$ cat config.mk
export PLATFORM = sky130hd
export DESIGN_NAME = gpo_access_arbiter
export DESIGN_NICKNAME = d
export VERILOG_FILES = /design/src/rtl/gpo_access_arbiter_pkg.sv /design/src/rtl/gpo_access_arbiter_rr_arb2.sv /design/src/rtl/gpo_access_arbiter.sv
export SDC_FILE = /design/constraint.sdc
export NUM_CORES = 1
export LEC_CHECK = 0
export CORE_MARGIN = 2
export CORE_UTILIZATION = 39
export DETAILED_ROUTE_END_ITERATION = 10
export GPL_ROUTABILITY_DRIVEN = 0
export HOLD_SLACK_MARGIN = 0.03
export PLACE_DENSITY = 0.81
export RECOVER_POWER = 100
export SLEW_MARGIN = 30
export SYNTH_ARGS = -nofsm -noshare
export SYNTH_HDL_FRONTEND = slang
export SYNTH_SLANG_ARGS = --single-unit
$ cat constraint.sdc
create_clock -name SYSCLK -period 2 [get_ports SYSCLK]
set_clock_uncertainty 0.15 [all_clocks]
set_input_delay 0.2 -clock SYSCLK [delete_from_list [all_inputs] [get_ports SYSCLK]]
set_output_delay 0.2 -clock SYSCLK [all_outputs]
set_load 0.01 [all_outputs]
$ cat src/rtl/gpo_access_arbiter_pkg.sv
// gpo_access_arbiter_pkg: shared widths, FSM state encoding and address decode helper
package gpo_access_arbiter_pkg;
    localparam int GPO_ADDR_W = 4;
    localparam int GPO_DATA_W = 8;
    localparam int GPO_SEL_W  = 16;

    typedef enum logic [1:0] {
        GPO_ARB_IDLE   = 2'd0,
        GPO_ARB_ACCESS = 2'd1,
        GPO_ARB_SETTLE = 2'd2,
        GPO_ARB_RESP   = 2'd3
    } gpo_arb_state_e;

    function automatic logic [GPO_SEL_W-1:0] gpo_onehot(input logic [GPO_ADDR_W-1:0] addr);
        return {{(GPO_SEL_W-1){1'b0}}, 1'b1} << addr;
    endfunction
endpackage

$ cat src/rtl/gpo_access_arbiter_rr_arb2.sv
// rr_arb2: combinational 2-way round-robin arbiter
//  req_i[1:0] in  requests (bit 0 = A, bit 1 = B)
//  ptr_i      in  requester served last (0 = A, 1 = B)
//  gnt_o[1:0] out one-hot grant; on a tie the requester other than ptr_i wins
module rr_arb2 (
    input  logic [1:0] req_i,
    input  logic       ptr_i,
    output logic [1:0] gnt_o
);
    always_comb gnt_o = (&req_i) ? (ptr_i ? 2'b01 : 2'b10) : req_i;
endmodule

$ cat src/rtl/gpo_access_arbiter.sv
// gpo_access_arbiter: shares the GPO bank access port between requesters A and B
//  SYSCLK/RESET                 clock, synchronous active-high reset
//  X_VALID/RD_WR/ADDR/WDATA     request from X (A or B), held until X_READY
//  X_READY                      combinational accept, only in IDLE
//  X_RSP_VALID/RDATA/ERR        registered one-cycle response
//  PORT_CS/OFFSET_SEL/RD_WR/DIN registered bank strobes, all 0 outside the access cycle
//  DOUT                         bank read data, registered by the bank
module gpo_access_arbiter
    import gpo_access_arbiter_pkg::*;
#(
    parameter int NUM_REGS = 16
) (
    input  logic                  SYSCLK,
    input  logic                  RESET,
    input  logic                  A_VALID,
    input  logic                  A_RD_WR,
    input  logic [GPO_ADDR_W-1:0] A_ADDR,
    input  logic [GPO_DATA_W-1:0] A_WDATA,
    output logic                  A_READY,
    output logic                  A_RSP_VALID,
    output logic [GPO_DATA_W-1:0] A_RSP_RDATA,
    output logic                  A_RSP_ERR,
    input  logic                  B_VALID,
    input  logic                  B_RD_WR,
    input  logic [GPO_ADDR_W-1:0] B_ADDR,
    input  logic [GPO_DATA_W-1:0] B_WDATA,
    output logic                  B_READY,
    output logic                  B_RSP_VALID,
    output logic [GPO_DATA_W-1:0] B_RSP_RDATA,
    output logic                  B_RSP_ERR,
    output logic                  PORT_CS,
    output logic [GPO_SEL_W-1:0]  OFFSET_SEL,
    output logic                  RD_WR,
    output logic [GPO_DATA_W-1:0] DIN,
    input  logic [GPO_DATA_W-1:0] DOUT
);
    gpo_arb_state_e        state_q, state_d;
    logic                  ptr_q, ptr_d;
    logic                  id_q, id_d;
    logic                  rd_q, rd_d;
    logic                  err_q, err_d;
    logic [GPO_ADDR_W-1:0] addr_q, addr_d;
    logic [GPO_DATA_W-1:0] wdata_q, wdata_d;
    logic                  cs_q, cs_d;
    logic [GPO_SEL_W-1:0]  sel_q, sel_d;
    logic                  rdwr_q, rdwr_d;
    logic [GPO_DATA_W-1:0] din_q, din_d;
    logic                  a_rsp_q, a_rsp_d, b_rsp_q, b_rsp_d;
    logic [GPO_DATA_W-1:0] a_rdata_q, a_rdata_d, b_rdata_q, b_rdata_d;
    logic                  a_err_q, a_err_d, b_err_q, b_err_d;

    logic [1:0]            gnt;
    logic                  accept;
    logic                  req_rd;
    logic                  req_err;
    logic [GPO_ADDR_W-1:0] req_addr;
    logic [GPO_DATA_W-1:0] req_wdata;
    logic [GPO_DATA_W-1:0] rsp_rdata;

    rr_arb2 u_arb (
        .req_i({B_VALID, A_VALID}),
        .ptr_i(ptr_q),
        .gnt_o(gnt)
    );

    assign A_READY   = (state_q == GPO_ARB_IDLE) & gnt[0];
    assign B_READY   = (state_q == GPO_ARB_IDLE) & gnt[1];
    assign accept    = A_READY | B_READY;
    assign req_rd    = gnt[1] ? B_RD_WR : A_RD_WR;
    assign req_addr  = gnt[1] ? B_ADDR  : A_ADDR;
    assign req_wdata = gnt[1] ? B_WDATA : A_WDATA;
    assign req_err   = int'(req_addr) >= NUM_REGS;
    // DOUT is valid during SETTLE and is captured straight into the response register
    assign rsp_rdata = (rd_q & ~err_q) ? DOUT : '0;

    always_comb begin
        state_d   = state_q;
        ptr_d     = ptr_q;
        id_d      = id_q;
        rd_d      = rd_q;
        err_d     = err_q;
        addr_d    = addr_q;
        wdata_d   = wdata_q;
        cs_d      = 1'b0;
        sel_d     = '0;
        rdwr_d    = 1'b0;
        din_d     = '0;
        a_rsp_d   = 1'b0;
        b_rsp_d   = 1'b0;
        a_rdata_d = '0;
        b_rdata_d = '0;
        a_err_d   = 1'b0;
        b_err_d   = 1'b0;
        case (state_q)
            GPO_ARB_IDLE: if (accept) begin
                state_d = GPO_ARB_ACCESS;
                id_d    = gnt[1];
                rd_d    = req_rd;
                err_d   = req_err;
                addr_d  = req_addr;
                wdata_d = req_wdata;
                // bank strobes are registered, so they are loaded on the accept edge
                cs_d    = ~req_err;
                sel_d   = req_err ? '0 : gpo_onehot(req_addr);
                rdwr_d  = req_rd & ~req_err;
                din_d   = (req_rd | req_err) ? '0 : req_wdata;
            end
            GPO_ARB_ACCESS: state_d = GPO_ARB_SETTLE;
            GPO_ARB_SETTLE: begin
                state_d   = GPO_ARB_RESP;
                a_rsp_d   = ~id_q;
                b_rsp_d   = id_q;
                a_rdata_d = id_q ? '0 : rsp_rdata;
                b_rdata_d = id_q ? rsp_rdata : '0;
                a_err_d   = ~id_q & err_q;
                b_err_d   = id_q & err_q;
            end
            GPO_ARB_RESP: begin
                state_d = GPO_ARB_IDLE;
                ptr_d   = id_q;
            end
            default: state_d = GPO_ARB_IDLE;
        endcase
    end

    always_ff @(posedge SYSCLK) begin
        if (RESET) begin
            state_q   <= GPO_ARB_IDLE;
            ptr_q     <= 1'b1;
            id_q      <= 1'b0;
            rd_q      <= 1'b0;
            err_q     <= 1'b0;
            addr_q    <= '0;
            wdata_q   <= '0;
            cs_q      <= 1'b0;
            sel_q     <= '0;
            rdwr_q    <= 1'b0;
            din_q     <= '0;
            a_rsp_q   <= 1'b0;
            b_rsp_q   <= 1'b0;
            a_rdata_q <= '0;
            b_rdata_q <= '0;
            a_err_q   <= 1'b0;
            b_err_q   <= 1'b0;
        end else begin
            state_q   <= state_d;
            ptr_q     <= ptr_d;
            id_q      <= id_d;
            rd_q      <= rd_d;
            err_q     <= err_d;
            addr_q    <= addr_d;
            wdata_q   <= wdata_d;
            cs_q      <= cs_d;
            sel_q     <= sel_d;
            rdwr_q    <= rdwr_d;
            din_q     <= din_d;
            a_rsp_q   <= a_rsp_d;
            b_rsp_q   <= b_rsp_d;
            a_rdata_q <= a_rdata_d;
            b_rdata_q <= b_rdata_d;
            a_err_q   <= a_err_d;
            b_err_q   <= b_err_d;
        end
    end

    assign PORT_CS     = cs_q;
    assign OFFSET_SEL  = sel_q;
    assign RD_WR       = rdwr_q;
    assign DIN         = din_q;
    assign A_RSP_VALID = a_rsp_q;
    assign A_RSP_RDATA = a_rdata_q;
    assign A_RSP_ERR   = a_err_q;
    assign B_RSP_VALID = b_rsp_q;
    assign B_RSP_RDATA = b_rdata_q;
    assign B_RSP_ERR   = b_err_q;
endmodule

# Word-level counts from Yosys, hierarchy flattened

Index checks and enable logic that the tools add are counted.

Word-level logic and storage cells: 42
Memory bits (read-only): 0
Output and inout port bits: 48
RAM bits: 0
Bits in registers: 49
Input bits: 38
Bits in latches: 0
Memories kept: 0

Bitwise operators: 7
$lt $le $gt $ge: 0
Div/mod/pow operators: 0
$add $sub $neg: 0
Equality and inequality tests: 4
Multipliers: 0
Muxes and demuxes: 9
Reduce and logical (&&, ||, !) cells: 9
Shift operators: 1

Operator list:

| operator             | count |
|---|---|
| $mux 8               | 2 |
| $shl 1x4->16 const A | 1 |
| $reduce_or 3->1      | 3 |
| $pmux 2 s4           | 1 |
| $mux 2               | 3 |
| $eq 2x2->1 const B   | 2 |
| $mux 4               | 1 |
| $not 1->1            | 4 |
| $reduce_and 2->1     | 2 |
| $reduce_or 2->1      | 2 |
| $reduce_or 4->1      | 1 |
| $and 1x1->1          | 2 |
| $eq 2x1->1 const B   | 1 |
| $logic_not 2->1      | 1 |
| $mux 1               | 2 |
| $ne 2x2->1 const B   | 1 |
| $or 1x1->1           | 1 |

# Logic depth before layout (Yosys ltp)

Depth after elaboration: 6
Gate-level depth with buffers: 6
Depth with buffers taken out: 6

# Hierarchy

From an unflattened synthesis, not the netlist that was laid out.

Cell total of the unflattened synthesis: 172
Area, all modules: 1726.7 um^2

By module, submodules not included:

| module             | area each (um^2) | instances | cells an instance | sequential area each (um^2) |
|---|---|---|---|---|
| gpo_access_arbiter | 1707.9           | 1         | 169               | 980.9 |
| rr_arb2            | 18.8             | 1         | 3                 | 0.0 |

# Worst setup path after synthesis

Ideal clock, no wire load.

Kind: reg2reg
From: register state_q[0]
To: register sel_q[15], in the netlist OFFSET_SEL[15]
Setup time: 0.134 ns
Arrival time: 1.395 ns
Required time: 1.716 ns
Cell stages (with the launch flop): 7
Path slack: 0.321 ns
Clock period less this slack: 1.679 ns
Buffers on the path: 0
Path through: dfxtp_1 inv_1 ha_1 and2b_1 and4_1 a22oi_1 nor3_1

Longest elaborated chain between the ends: 5
Elaborated cells on any way between the ends: 7
Classes of those cells: bitwise (5); reduce/logical (2)

RTL lines:

| item                               | RTL line                                                                     | text |
|---|---|---|
| from (decl)                        | gpo_access_arbiter.sv:37                                                     | `gpo_arb_state_e state_q, state_d;` |
| from (signal assigned)             | gpo_access_arbiter.sv:146                                                    | `state_q <= state_d;` |
| $logic_not 2->1 *                  | gpo_access_arbiter.sv:66, gpo_access_arbiter.sv:67, gpo_access_arbiter.sv:94 |  |
| $and 1x1->1 (on tied branches)     | gpo_access_arbiter.sv:66, gpo_access_arbiter.sv:67                           |  |
| $or 1x1->1                         | gpo_access_arbiter.sv:68                                                     | `assign accept = A_READY \| B_READY;` |
| $not 1->1 (no source line)         | n/a                                                                          |  |
| $reduce_or 3->1 (no source line) * | n/a                                                                          |  |
| to (signal assigned)               | gpo_access_arbiter.sv:154                                                    | `sel_q <= sel_d;` |
| to (decl)                          | gpo_access_arbiter.sv:45                                                     | `logic [GPO_SEL_W-1:0] sel_q, sel_d;` |

Mark *: on every way between the ends. The rest lies on a longest branch, timed or not.
A chain may end at the register's enable or synchronous reset.

# Final worst setup path

From: register state_q[1]
To: register sel_q[7], in the netlist OFFSET_SEL[7]

The elaborated chain is that of the path after synthesis.

==> run metrics <==
# setup viols final=0; crit path capture type=flop; leakage power=1.19 nW; DRC viols=0; worst r2r src=state_q[1]; Max Freq=542 MHz; DIE AREA=0.00496 mm^2; cts hold-fix bufs=0; number of CTS-inserted buffers=5; Final Hold Viols=0; maximum buffer depth of the clock tree=2; Multi-input gate area=684 um^2; Worst Hold Class=in -> reg; initial core utilization=40.1%; commonest cells in the netlist=dfxtp_1 (49), nor2_1 (33), nand3b_1 (18), nand2_1 (16), a21oi_1 (10); Core ar.=0.00429 mm^2; Post-synth EDFFs=0; area grow syn2layout=58.3%; Antenna diodes=0; DRT antenna net count=0; R2R Setup Slk=160 ps; Worst Setup Slack, final=156 ps; worst vdd ir=0.000509 V; Filler cells=400; share of cells above drive strength 1=7.43%; Detailed Route Iter0 Violations=53; synth warn=0; vias per cell=4.74; count of input and output buffers=83; fin crit period=1840 ps; sequential area share after synthesis=57.0%; nets=310; Flop pwr share=47.9%; worst hold start=DOUT[3]; Worst-Skew Late Latency=290 ps; Slew Limit Fails=0; Reg2Reg Depth=6; vias in the first global route=1569; initial antenna violation count=0; CP Data Required Time=2020 ps; Synth area leaders=dfxtp_1 (57%), nand3b_1 (7.8%), nor2_1 (7.2%); Yosys top cell area share=57.0%; switching part of the total=29.0%; Avg WL per Cell=13.0 um; worst hold endpoint=B_RSP_RDATA[3]; Num Clock Sinks=49; Syn Std Cell Area=0.00172 mm^2; Die Y-Extent=70.4 um; Clock power frac=24.8%; row count=24; Avg Cell Area, Syn=9.67 um^2; first-pass GRT wire length=6.91 mm; crit path DAT=1870 ps; Post-Synthesis Cells=178; # H-tree levels=2; outcome=complete, no violations; Pwr Density=852 mW/mm^2; Comb power frac=27.3%; Worst Path Max Fanout=7; Worst setup SP type=flop; drt first pass iters=4; flops & latches, synth=49; final worst path period share=92.2%; r2r endpoint=OFFSET_SEL[7]; Ports=86; root buffer cell=clkbuf_8; Horiz. Die Dim=70.4 um; Reg clk slew, reported paths=80 ps; largest net degree at the start of global routing=17; unique cell type count in the Yosys netlist=32; via count=1521; setup tns final=0 ps; Routed WL=4.16 mm; CTS tree=yes; global route overflow=0; Post-synth ARST share=0%; Seq. cell area=981 um^2; area leader, netlist=dfxtp_1; GRT Util Overall=17.6%; RSZ-0062 raised after global routing=no; hpwl dp=3.19 mm; Max Cap Violations=0; Pint=1.65 mW; most numerous cell in the Yosys netlist=dfxtp_1; hold-critical path depth=3; crit path kind=reg -> reg; Synth Flop Type=dfxtp_1; Psw=0.673 mW; Setup WS pre-CTS=-14.0 ps
==> worst max path at each step <==
stage	startpoint	to	slack, ps	cells past startpoint
floorplan	state_q[0]	OFFSET_SEL[15]	320	6
global placement	B_VALID	OFFSET_SEL[10]	100	6
detailed placement	B_VALID	OFFSET_SEL[6]	-10	5
CTS	state_q[1]	A_READY	10	5
global route	state_q[1]	OFFSET_SEL[7]	20	6
finish	state_q[1]	OFFSET_SEL[7]	160	6
==> layer usage <==
| metal | track usage [%] | part of all wire [%] |
|---|---|---|
| met4 | 6.84 | 1.6 |
| met5 | 0 | 0 |
| met1 | 20.2 | 39 |
| met2 | 30.9 | 53 |
| met3 | 4.76 | 6.0 |
==> power groups by stage <==
stage          clock [mW]  sequential, mW  combinational, mW
2_1_floorplan           0            1.14              0.315
3_3_place_gp            0            1.14              0.578
3_5_place_dp            0            1.14              0.599
4_1_cts             0.601            1.12              0.634
5_1_grt             0.646            1.13              0.707
6_report            0.576            1.11              0.633
==> critical path, cell delays in order (launching register included) <==
cell	delay [ps]
dfxtp_1	390
inv_1	100
ha_4	190
and2b_1	210
and4_1	230
a22oi_1	360
nor3_1	90
==> metrics by stage <==
step | utilization [%] | instance area [um^2] | hold slack, ps | std cells | power, mW
after floorplan | - | 1730 | 122 | 179 | 1.45
after global placement | 61.0 | 2620 | 364 | 313 | 1.71
after detailed placement | 61.0 | 2620 | 374 | 313 | 1.74
after CTS | 63.4 | 2720 | 298 | 320 | 2.35
after global routing | 63.5 | 2730 | 312 | 321 | 2.48
final | 63.5 | 2730 | 308 | 321 | 2.32
==> placed cells by master (no fill, tap or decap), drive strengths merged, types with 7 or more instances in the layout <==
cell type	n
dfxtp	49
dlygate4sd3	44
clkdlybuf4s50	37
nor2	33
nand3b	18
nand2	16
a21oi	10
inv	9
clkbuf	8
mux2i	7
==> timing repair <==
item / in CTS / in global routing
gates resized for setup: 3 / 3
endpoints found under the setup margin: 2 / 3
buffers inserted: 0 / 1
==> sequential cells by signal (all words and copies together), names as in the netlist <==
signal / cells
OFFSET_SEL: 16
A_RSP_RDATA: 8
B_RSP_RDATA: 8
DIN: 8
state_q: 2
A_RSP_VALID: 1
B_RSP_VALID: 1
PORT_CS: 1
RD_WR: 1
id_q: 1
ptr_q: 1
rd_q: 1
==> final cells by class <==
| class | instances | share of cell area (%) |
|---|---|---|
| multi-input cells | 115 | 25.1 |
| clock buffers | 6 | 3.03 |
| repair buffers | 89 | 32.0 |
| inverters | 9 | 1.24 |
| clock inverters | 1 | 0.275 |
| flip-flops and latches | 49 | 36.0 |
| well taps | 52 | 2.39 |
==> logic make-up after synthesis <==
| logic type | share of synthesized area (%) |
|---|---|
| AOI/OAI and AO/OA | 6.47 |
| adders and majority gates | 2.18 |
| buffers and inverters | 4.21 |
| DFF | 57.0 |
| muxes | 4.94 |
| other | 0.218 |
| and+or+nand+nor | 25.0 |
Power figures use the tool's default switching activity.
